--- src/rtl/car_led_pkg.sv ---
// ---------------------------------------------------------------------------
// car_led_pkg : command codes and state enumeration shared with the light
//               controller, plus a saturating-decrement helper.
// Revision    : 1.0 - initial release
// ---------------------------------------------------------------------------
`default_nettype none

package car_led_pkg;

  localparam logic [3:0] c_OFF      = 4'b0000;
  localparam logic [3:0] c_STRAIGHT = 4'b0110;
  localparam logic [3:0] c_LEFT     = 4'b1000;
  localparam logic [3:0] c_RIGHT    = 4'b0001;
  localparam logic [3:0] c_HAZARD   = 4'b1111;

  typedef enum logic [3:0] {
    ST_OFF      = 4'b0000,
    ST_STRAIGHT = 4'b0110,
    ST_LEFT     = 4'b1000,
    ST_RIGHT    = 4'b0001,
    ST_HAZARD   = 4'b1111
  } car_state_e;

  function automatic logic [3:0] sat_dec(input logic [3:0] v);
    return (v == 4'd0) ? 4'd0 : v - 4'd1;
  endfunction

endpackage

`default_nettype wire

--- src/rtl/car_cmd_gen_rise_det.sv ---
// ---------------------------------------------------------------------------
// rise_det : one-cycle pulse on a 0->1 change of a sampled level.
// Revision : 1.0 - initial release
// ---------------------------------------------------------------------------
`default_nettype none

module rise_det (
  input  logic clk,
  input  logic rst,
  input  logic d,
  output logic pulse
);

  logic r_prev;
  logic r_armed;

  // The first sample after reset only primes r_prev, so a level already
  // held high through reset never reads as an edge.
  always_ff @(posedge clk or negedge rst) begin
    if (!rst) begin
      r_prev  <= 1'b0;
      r_armed <= 1'b0;
    end else begin
      r_prev  <= d;
      r_armed <= 1'b1;
    end
  end

  assign pulse = d & ~r_prev & r_armed;

endmodule

`default_nettype wire

--- src/rtl/car_cmd_gen.sv ---
// ---------------------------------------------------------------------------
// car_cmd_gen : turn / hazard / fault command generator for the light bar.
// Revision    : 1.0 - initial release
// ---------------------------------------------------------------------------
`default_nettype none

module car_cmd_gen
  import car_led_pkg::*;
#(
  parameter int TURN_SEC   = 8,
  parameter int FAULT_HOLD = 3
) (
  input  logic       clk_1Hz,
  input  logic       rst,
  input  logic       drive_en,
  input  logic       turn_l,
  input  logic       turn_r,
  input  logic       hazard_btn,
  input  logic       fault,
  output logic [3:0] sw_code,
  output logic [3:0] timer,
  output logic       hazard_on
);

  localparam logic [3:0] c_TURN_LOAD = 4'(TURN_SEC);
  localparam logic [3:0] c_HOLD_LOAD = 4'(FAULT_HOLD);

  logic [3:0] r_state;
  logic [3:0] r_turn;
  logic [3:0] r_hold;
  logic       r_hazard;
  logic       r_fault_q;
  logic       r_lock_l;
  logic       r_lock_r;

  logic       w_btn_rise;
  logic       w_haz_next;
  logic [3:0] w_hold_next;
  logic [3:0] w_turn_dec;
  logic [3:0] w_base;
  logic       w_req_l;
  logic       w_req_r;
  logic       w_lock_l_next;
  logic       w_lock_r_next;
  logic [3:0] w_state_next;
  logic [3:0] w_turn_next;

  rise_det u_btn_rise (
    .clk   (clk_1Hz),
    .rst   (rst),
    .d     (hazard_btn),
    .pulse (w_btn_rise)
  );

  always_comb begin
    w_haz_next    = r_hazard ^ w_btn_rise;
    w_hold_next   = fault ? 4'd0 : (r_fault_q ? c_HOLD_LOAD : sat_dec(r_hold));
    w_lock_l_next = r_lock_l & turn_l;
    w_lock_r_next = r_lock_r & turn_r;
    w_req_l       = turn_l & ~turn_r & ~r_lock_l;
    w_req_r       = turn_r & ~turn_l & ~r_lock_r;
    w_base        = drive_en ? c_STRAIGHT : c_OFF;
    w_turn_dec    = sat_dec(r_turn);
    w_state_next  = w_base;
    w_turn_next   = 4'd0;

    // Hazard sources win outright and leave the turn counter cleared, so
    // leaving HAZARD always re-enters a turn with a fresh load.
    if (fault | w_haz_next | (w_hold_next != 4'd0)) begin
      w_state_next = c_HAZARD;
    end else if (w_req_l) begin
      if (r_state != c_LEFT) begin
        w_state_next = c_LEFT;
        w_turn_next  = c_TURN_LOAD;
      end else if (w_turn_dec != 4'd0) begin
        w_state_next = c_LEFT;
        w_turn_next  = w_turn_dec;
      end else begin
        w_lock_l_next = 1'b1;
      end
    end else if (w_req_r) begin
      if (r_state != c_RIGHT) begin
        w_state_next = c_RIGHT;
        w_turn_next  = c_TURN_LOAD;
      end else if (w_turn_dec != 4'd0) begin
        w_state_next = c_RIGHT;
        w_turn_next  = w_turn_dec;
      end else begin
        w_lock_r_next = 1'b1;
      end
    end
  end

  always_ff @(posedge clk_1Hz or negedge rst) begin
    if (!rst) begin
      r_state   <= c_OFF;
      r_turn    <= 4'd0;
      r_hold    <= 4'd0;
      r_hazard  <= 1'b0;
      r_fault_q <= 1'b0;
      r_lock_l  <= 1'b0;
      r_lock_r  <= 1'b0;
    end else begin
      r_state   <= w_state_next;
      r_turn    <= w_turn_next;
      r_hold    <= w_hold_next;
      r_hazard  <= w_haz_next;
      r_fault_q <= fault;
      r_lock_l  <= w_lock_l_next;
      r_lock_r  <= w_lock_r_next;
    end
  end

  assign sw_code   = r_state;
  assign timer     = (r_hold != 4'd0) ? r_hold : r_turn;
  assign hazard_on = r_hazard;

endmodule

`default_nettype wire

--- config.mk ---
export PLATFORM = sky130hd
export DESIGN_NAME = car_cmd_gen
export DESIGN_NICKNAME = d
export VERILOG_FILES = /design/src/rtl/car_led_pkg.sv /design/src/rtl/car_cmd_gen_rise_det.sv /design/src/rtl/car_cmd_gen.sv
export SDC_FILE = /design/constraint.sdc
export NUM_CORES = 1
export LEC_CHECK = 0
export ABC_AREA = 0
export ABC_CLOCK_PERIOD_IN_PS = 1380
export CORE_MARGIN = 2
export CORE_UTILIZATION = 26
export DETAILED_ROUTE_END_ITERATION = 12
export PLACE_DENSITY = 0.51
export SLEW_MARGIN = 20
export SYNTH_ARGS = -nofsm -noshare
export SYNTH_HDL_FRONTEND = slang
export SYNTH_SLANG_ARGS = --single-unit
--- constraint.sdc ---
create_clock -name clk_1Hz -period 1.38 [get_ports clk_1Hz]
set_input_delay 0.207 -clock clk_1Hz [delete_from_list [all_inputs] [get_ports clk_1Hz]]
set_output_delay 0.207 -clock clk_1Hz [all_outputs]
set_load 0.05 [all_outputs]
==> results of run 1 <==
## cell usage after synthesis (all sizes together)
master	number
nand2	6
o41ai	1
a21oi	3
nor3	4
inv	2
dfrtp	17
mux2i	1
a21boi	1
nand3b	1
or2	3
nor4b	3
a211oi	1
a311o	1
o21ba	1
a2111oi	1
a21o	1
mux2	1
conb	1
buf	1
or4	1
nand3	3
xor2	1
a32o	1
nor2	4
o21bai	1
or2b	1
and3	1
nor3b	4
and2	1
nand2b	1
nor4	2
o211ai	1
a31o	1
o21ai	5
## registers in the layout, summed over array words and instances (netlist names)
| signal | flops |
|---|---|
| u_btn_rise.r_armed | 1 |
| r_turn | 4 |
| r_fault_q | 1 |
| r_lock_l | 1 |
| r_lock_r | 1 |
| r_hold | 4 |
| u_btn_rise.r_prev | 1 |
| sw_code | 3 |
| hazard_on | 1 |
## per-layer routing
metal / vias to the layer above / global-route usage, % / part of all wire (%)
met5: - / 0 / 0
met4: 0 / 5.90 / 0.62
met3: 2 / 2.13 / 2.2
li1: 391 / - / -
met1: 410 / 18.0 / 47
met2: 12 / 21.2 / 50
## metrics by stage
stage	setup WS, ns	hold slack, ns	util (%)	total power [W]
after detailed placement	-0.341	0.485	42.0	0.00110
after floorplan	-0.152	-0.0886	-	0.000804
after global placement	-0.321	0.475	42.0	0.00110
after CTS	-0.171	0.252	48.0	0.00141
final	-0.142	0.238	52.4	0.00144
after global routing	-0.204	0.268	52.4	0.00151
## logic make-up after synthesis
logic type,synth area share (%)
simple gates,26.0
compound gates,17.0
flops,51.1
buf+inv,1.81
mux,2.56
xor+xnor,1.05
other cells,0.451
## power breakdown
part | switching, W | internal [W]
registers | 0.0000458 | 0.000537
logic | 0.000299 | 0.000292
clock network | 0.000156 | 0.000108
total | 0.000500 | 0.000937
## final cells by class
cell class              count  area [um2]  area share, %
clock inverters             1        5.00          0.313
multi-input cells          58         561           35.1
flip-flops and latches     17         435           27.2
well taps                  44        55.1           3.44
inverters                   2        7.51          0.469
repair buffers             49         513           32.1
clock buffers               3        22.5           1.41
## worst max path at each step
stage	cells past startpoint	slack (ns)	from	to
2_1_floorplan	3	-0.15	sw_code[2]$_DFF_PN0_	r_lock_l$_DFF_PN0_
3_3_place_gp	4	-0.32	turn_l	sw_code[2]$_DFF_PN0_
3_5_place_dp	4	-0.34	turn_l	sw_code[2]$_DFF_PN0_
4_1_cts	4	-0.17	r_turn[1]$_DFF_PN0_	timer[1]
5_1_grt	3	-0.20	r_turn[1]$_DFF_PN0_	r_lock_l$_DFF_PN0_
6_report	4	-0.14	r_turn[1]$_DFF_PN0_	timer[1]
## what timing repair did
action                                  in CTS  in global routing
pin swaps                                   10                 13
setup buffers                                7                  7
endpoints found under the setup margin      12                 15
resized for setup                           30                 15
==> metrics.txt, run 1 <==
R2R depth=3; sequential area share after synthesis=51.1%; final antenna-violating net count=0; largest net degree at the start of global routing=18; Post-Place Cells=156; num ports=16; FF-to-FF End=r_lock_l$_DFF_PN0_; clock transition at the registers of the reported paths=0.10 ns; hpwl dp=1450 um; power density over the cells=899 mW/mm2; R2R setup slack=-0.13 ns; Synth area leader=dfrtp_1; initial antenna violation count=0; n_diodes=0; Crit. End Element=primary output; Startpoint Class=flop; vias in the first global route=835; Starting Density=27.3%; Worst Slack Setup Final=-0.142 ns; CP top delay family=flip-flops; DIE HEIGHT=60.6 um; cell count after synthesis=78; Setup violations, final=10; Cell Rows=20; reg2reg start=r_turn[1]$_DFF_PN0_; Synth Net Count=85; Req. time, crit path=1.17 ns; commonest non-fill, non-tap cells in the layout=buf_4 (29), buf_12 (9), dfrtp_1 (9); first-pass GRT wire length=3660 um; DR iter-0 viols=20; Netlist Area Pre-Place=832 um2; CP max FO=2; Core Region=0.00305 mm2; post-layout min period=1.52 ns; final period utilization=110%; # fillers=285; Bufs and invs on worst path=2; # port buffers=15; die area=0.00367 mm2; fin. max-slew vios=0; Vias=815; slowest CP cell=dfrtp_1; Syn Area/Cell=10.7 um2; CP Cell Sequence=buf_6 > nor4b_4 > or2_4 > buf_12; crit-path max cell delay=0.40 ns; H-tree depth=1; CP Class=flop to primary output; worst vdd ir=0.000866 V; highest clock rate=657 MHz; Skew-Pair Late Insertion Delay=0.29 ns; gr usage total=13.4%; routability congestion estimate=0.762; Final Instance Count excl. Fillers=174; DRC=0; top cell type's share of synthesized area=51.1%; Leak=0.665 nW; Fin Setup TNS=-0.829 ns; Hold Fails Final Rpt=0; worst min-delay path class=input port to async pin; clk buf depth=2; die width=60.6 um; failing checks=negative setup slack; grt ovf=0; Layout Nets=138; commonest non-fill, non-tap cell in the layout=buf_4; crit path DAT=1.31 ns; status=finished, violations left; total CTS buffers=3; maxcap violations=0; DR WL/cell=12.1 um; Final Cell Area=0.00160 mm2; Sink Count=17; Routed WL=2100 um; hold_buf cts=0; area delta synth->final=92.2%; Synth warnings=0; clock skew=0.00969 ns; RSZ-0062 raised after global routing=true; Yosys cell types=37; TritonCTS clock tree=yes; Avg Vias per Cell=4.68; CTS root buf=clkbuf_4; share of cells above drive strength 1=66.2%; synth top area cells=dfrtp_1 (51%), nor4b_1 (3.2%), o21ai_0 (3.0%); count of state elements after synthesis=17; placed cell areas=0.00128 mm2; First-pass DRT Iterations=4
Note: power is estimated with default switching activity, not from simulation.
==> run 2: changes to the inputs <==
--- a/config.mk
+++ b/config.mk
@@ -11,6 +11,7 @@
 export CORE_UTILIZATION = 26
 export DETAILED_ROUTE_END_ITERATION = 12
 export PLACE_DENSITY = 0.51
+export SKIP_CTS_REPAIR_TIMING = 1
 export SLEW_MARGIN = 20
 export SYNTH_ARGS = -nofsm -noshare
 export SYNTH_HDL_FRONTEND = slang
==> run 2 against run 1 <==
The run still ends with negative setup slack left. Sequential power barely moved. Die area did not move. Worst setup slack got worse by 0.038 ns. Critical endpoint unchanged.
==> metrics.txt, run 2 (synthesis results as in run 1) <==
vias in the first global route=767; clock transition at the registers of the reported paths=0.10 ns; First-pass DRT Iterations=4; Cell Rows=20; crit path DAT=1.35 ns; Vias=764; Avg Vias per Cell=4.66; # fillers=304; initial antenna violation count=0; n_diodes=0; RSZ-0062 raised after global routing=true; Util after Layout=46.2%; Leak=0.595 nW; DRC=0; DR iter-0 viols=11; post-layout min period=1.56 ns; highest clock rate=641 MHz; Final Instance Count excl. Fillers=164; commonest non-fill, non-tap cells in the layout=buf_4 (23), buf_12 (9), dfrtp_1 (9); Worst Slack Setup Final=-0.179 ns; Routed WL=1920 um; maxcap violations=0; Skew-Pair Late Insertion Delay=0.29 ns; worst vdd ir=0.000807 V; total CTS buffers=3; failing checks=negative setup slack; clk buf depth=2; CP Class=flop to primary output; overall power=0.00138 W; Post-Place Cells=156; Layout Nets=128; TritonCTS clock tree=yes; Crit. End Element=primary output; CP max FO=5; Hold Fails Final Rpt=0; H-tree depth=1; power density over the cells=978 mW/mm2; area delta synth->final=69.5%; Startpoint Class=flop; final antenna-violating net count=0; num ports=16; die area=0.00367 mm2; # port buffers=15; gr usage total=12.2%; first-pass GRT wire length=3330 um; die width=60.6 um; Core Region=0.00305 mm2; fin. max-slew vios=0; largest net degree at the start of global routing=18; Sink Count=17; clock skew=0.00651 ns; grt ovf=0; Req. time, crit path=1.17 ns; hpwl dp=1450 um; share of cells above drive strength 1=52.5%; DR WL/cell=11.7 um; Setup violations, final=12; Starting Density=27.3%; status=finished, violations left; DIE HEIGHT=60.6 um; commonest non-fill, non-tap cell in the layout=buf_4; final period utilization=113%; CTS root buf=clkbuf_4; worst min-delay path class=input port to async pin; routability congestion estimate=0.762
## run 2: changes by cell type in the layout (fill, tap and decap cells not counted), moves of 2 or more
cell and delta:
nand3_1 +2, nor4b_2 -2, nor3b_2 -2, nor4b_1 +2, buf_6 -4, o21ai_1 +2, nand3_2 -2, buf_4 -6
nor3b_1 +2
## run 2: critical path: stages, from the launching register on
cell     delay, ns
dfrtp_1       0.41
buf_6         0.13
nor4b_4       0.12
or2_4         0.26
buf_12        0.15
## run 2: cell type report
class	count	area [um2]	share of cell area [%]
tap	44	55.1	3.90
sequential	17	435	30.9
timing repair buffer	39	427	30.3
inverter	2	7.51	0.532
multi-input combinational	58	458	32.5
clock buffer	3	22.5	1.60
clock inverter	1	5.00	0.355
## run 2: per-stage QoR
step	setup slack (ns)	cell area [um2]	hold slack [ns]	TNS [ns]
finish	-0.179	1410	0.242	-1.16
global route	-0.234	1410	0.267	-2.13
CTS	-0.258	1310	0.252	-1.40
detailed placement	-0.341	1280	0.485	-2.07
global placement	-0.321	1280	0.475	-1.86
floorplan	-0.152	845	-0.0886	-0.190
## run 2: final timing paths
kind / from / end / slack (ns) / depth (start not counted)
setup reg to reg: sw_code[2]$_DFF_PN0_ / r_lock_l$_DFF_PN0_ / -0.17 / 3
max in group asynchronous: rst / hazard_on$_DFF_PN0_ / 0.93 / 2
hold / removal: rst / sw_code[0]$_DFF_PN0_ / 0.24 / 2
hold reg to reg: r_fault_q$_DFF_PN0_ / r_hold[3]$_DFF_PN0_ / 0.50 / 1
min in group clk_1Hz: turn_l / r_lock_l$_DFF_PN0_ / 0.35 / 4
setup / recovery: r_turn[1]$_DFF_PN0_ / timer[1] / -0.18 / 4
## run 2: per-layer routing
metal	global-route usage (%)	wire length [um]	vias to the layer above	part of all wire, %
met5	0	0	-	0
met4	5.28	24	0	1.2
met3	1.92	47	4	2.4
met2	18.9	950	13	49
met1	16.9	900	374	47
li1	-	-	373	-
## run 2: power by group
part	internal, W	switching (W)
sequential	0.000537	0.0000464
combinational	0.000265	0.000265
clock	0.000108	0.000158
==> variant: new RTL, flow settings as in run 2 <==
Make the reset (`rst`) synchronous in 2 clocked blocks.
--- a/src/rtl/car_cmd_gen_rise_det.sv
+++ b/src/rtl/car_cmd_gen_rise_det.sv
@@ -17,5 +17,5 @@
   // The first sample after reset only primes r_prev, so a level already
   // held high through reset never reads as an edge.
-  always_ff @(posedge clk or negedge rst) begin
+  always_ff @(posedge clk) begin
     if (!rst) begin
       r_prev  <= 1'b0;
--- a/src/rtl/car_cmd_gen.sv
+++ b/src/rtl/car_cmd_gen.sv
@@ -92,5 +92,5 @@
   end
 
-  always_ff @(posedge clk_1Hz or negedge rst) begin
+  always_ff @(posedge clk_1Hz) begin
     if (!rst) begin
       r_state   <= c_OFF;
Check against the original RTL: differs if rst is asserted again (counterexample within 4 cycles, from zero or initial values and one cycle with rst low); with rst held inactive, the same outputs for 10 cycles.
==> variant against run 2 <==
  * The run still ends with setup timing left
  * Synthesized area shrank 13%
  * Count of clock-buffer cells in the layout grew 1
  * Worst hold slack gained 0.087 ns
  * Sequential cell count is the same
  * Final area shrank 12%
  * Routed wire length shrank 4.1%
  * Highest routed layer unchanged
  * Critical endpoint is now r_lock_r
  * Worst setup slack lost 0.026 ns
Power is not compared: it rests on default switching activity, and its combinational part moved more than twofold at a synthesized area within 25%.
==> variant: results (changes against run 2) <==
crit path DAT=1.81 ns (+0.46 ns); status=finished, violations left; Overall Global Routing Usage=0.117 (-0.00540); failing checks=setup timing; GPL Wtd Cong=0.736 (-3.4%); share of cells above drive strength 1=0.435 (-0.0902); DP HPWL=1330 um (-7.9%); Net Count, Synth=87 (+2.4%); FFs w/ async S/R, synth=0 (-1.00); Max Cap Violations=0 (unchanged); clock skew=0.00678 ns (+0.000263 ns); # port buffers=15 (unchanged); setup_tns=-0.514 ns (+0.644 ns); largest cells by area after synthesis=dfxtp_1, nor2_1, a41oi_1; largest net degree at the start of global routing=10 (-8); Skew-Pair Late Insertion Delay=0.29 ns (about the same); vias in the first global route=712 (-7.2%); final net count=123 (-3.9%); Total Wirelength=1840 um (-4.1%); Placed Area=0.00112 mm^2 (-13%); Clock Pin Slew Worst Setup and Hold Paths=0.10 ns (about the same); Setup-failing EPs final=7 (-5); most frequent cells after synthesis=dfxtp_1, nor2_1, o21ai_0; global-route wire length before repair=2990 um (-10%); post-place setup slack=-0.352 ns (-0.0108 ns); crit path to=r_lock_r; Iter 0 DRT Violations=18 (+7); n_diodes=0 (unchanged); launch point of the worst reg-to-reg path=r_turn[2]; VDD IR max=0.000489 V; Num CTS Buffers=3 (unchanged); CP Max Fanout=4 (-1); PnR worst setup slack=-0.205 ns (-0.0257 ns); via/cell ratio=5.01 (+7.6%); unique cell type count in the Yosys netlist=30 (-19%); CTS Root Cell=clkbuf_4; register area share after synthesis=0.471 (-0.0407); HP Class=in -> reg
-- variant: cell types whose count changed after synthesis, sizes merged, moves of 3 or more --
cell and change:
a41oi +3, dfrtp -17, dfxtp +17, nand2 -3
nand2b +3, nor2 +5
-- variant: worst min-delay path by stage --
| stage | startpoint | end |
|---|---|---|
| floorplan | rst | u_btn_rise.r_armed |
| global route | turn_r | r_turn[3] |
| CTS | r_turn[0] | r_turn[0] |
| global placement | r_turn[0] | r_turn[0] |
| detailed placement | r_turn[0] | r_turn[0] |
| finish | turn_r | r_turn[3] |
-- variant: stage by stage --
| stage | hold slack [ns] | instances |
|---|---|---|
| 2_1_floorplan | 0.235 | 80 |
| 3_3_place_gp | 0.472 | 139 |
| 3_5_place_dp | 0.471 | 139 |
| 4_1_cts | 0.497 | 143 |
| 5_1_grt | 0.344 | 146 |
| 6_report | 0.329 | 146 |
-- variant: cell families (layout without fill, tap and decap cells) --
kind of cell,Yosys count,after routing,share of synthesized area
flip-flops,17,17,0.471
AO/OA/AOI/OAI,20,20,0.180
AND/OR/NAND/NOR,38,38,0.304
XOR/XNOR,2,2,0.0242
buffers and inverters,3,38,0.0208
-- variant: routing by layer --
| metal | GRT usage | routed length (um) |
|---|---|---|
| met1 | 0.154 | 845 |
| met2 | 0.184 | 904 |
| met3 | 0.0230 | 89 |
| met4 | 0.0498 | 4 |
| met5 | 0 | 0 |
-- variant: critical path, cell delays in order (launching register included) --
cell and delay (ns):
dfxtp_1 0.33, or4_4 0.56, or4b_1 0.51, o21ai_1 0.13
-- variant: area by class of cell --
type                            count  area, um^2
Timing Repair Buffer               32         374
Fill cell                         276        1470
Inverter                            2        7.51
Tap cell                           31        38.8
Sequential cell                    17         362
Multi-Input combinational cell     60         437
Clock buffer                        4        26.3
-- variant: power by group --
group	internal, mW	switching (mW)	total, mW
sequential	0.503	0.0202	0.523
combinational	0.137	0.127	0.264
clock	0.112	0.151	0.263
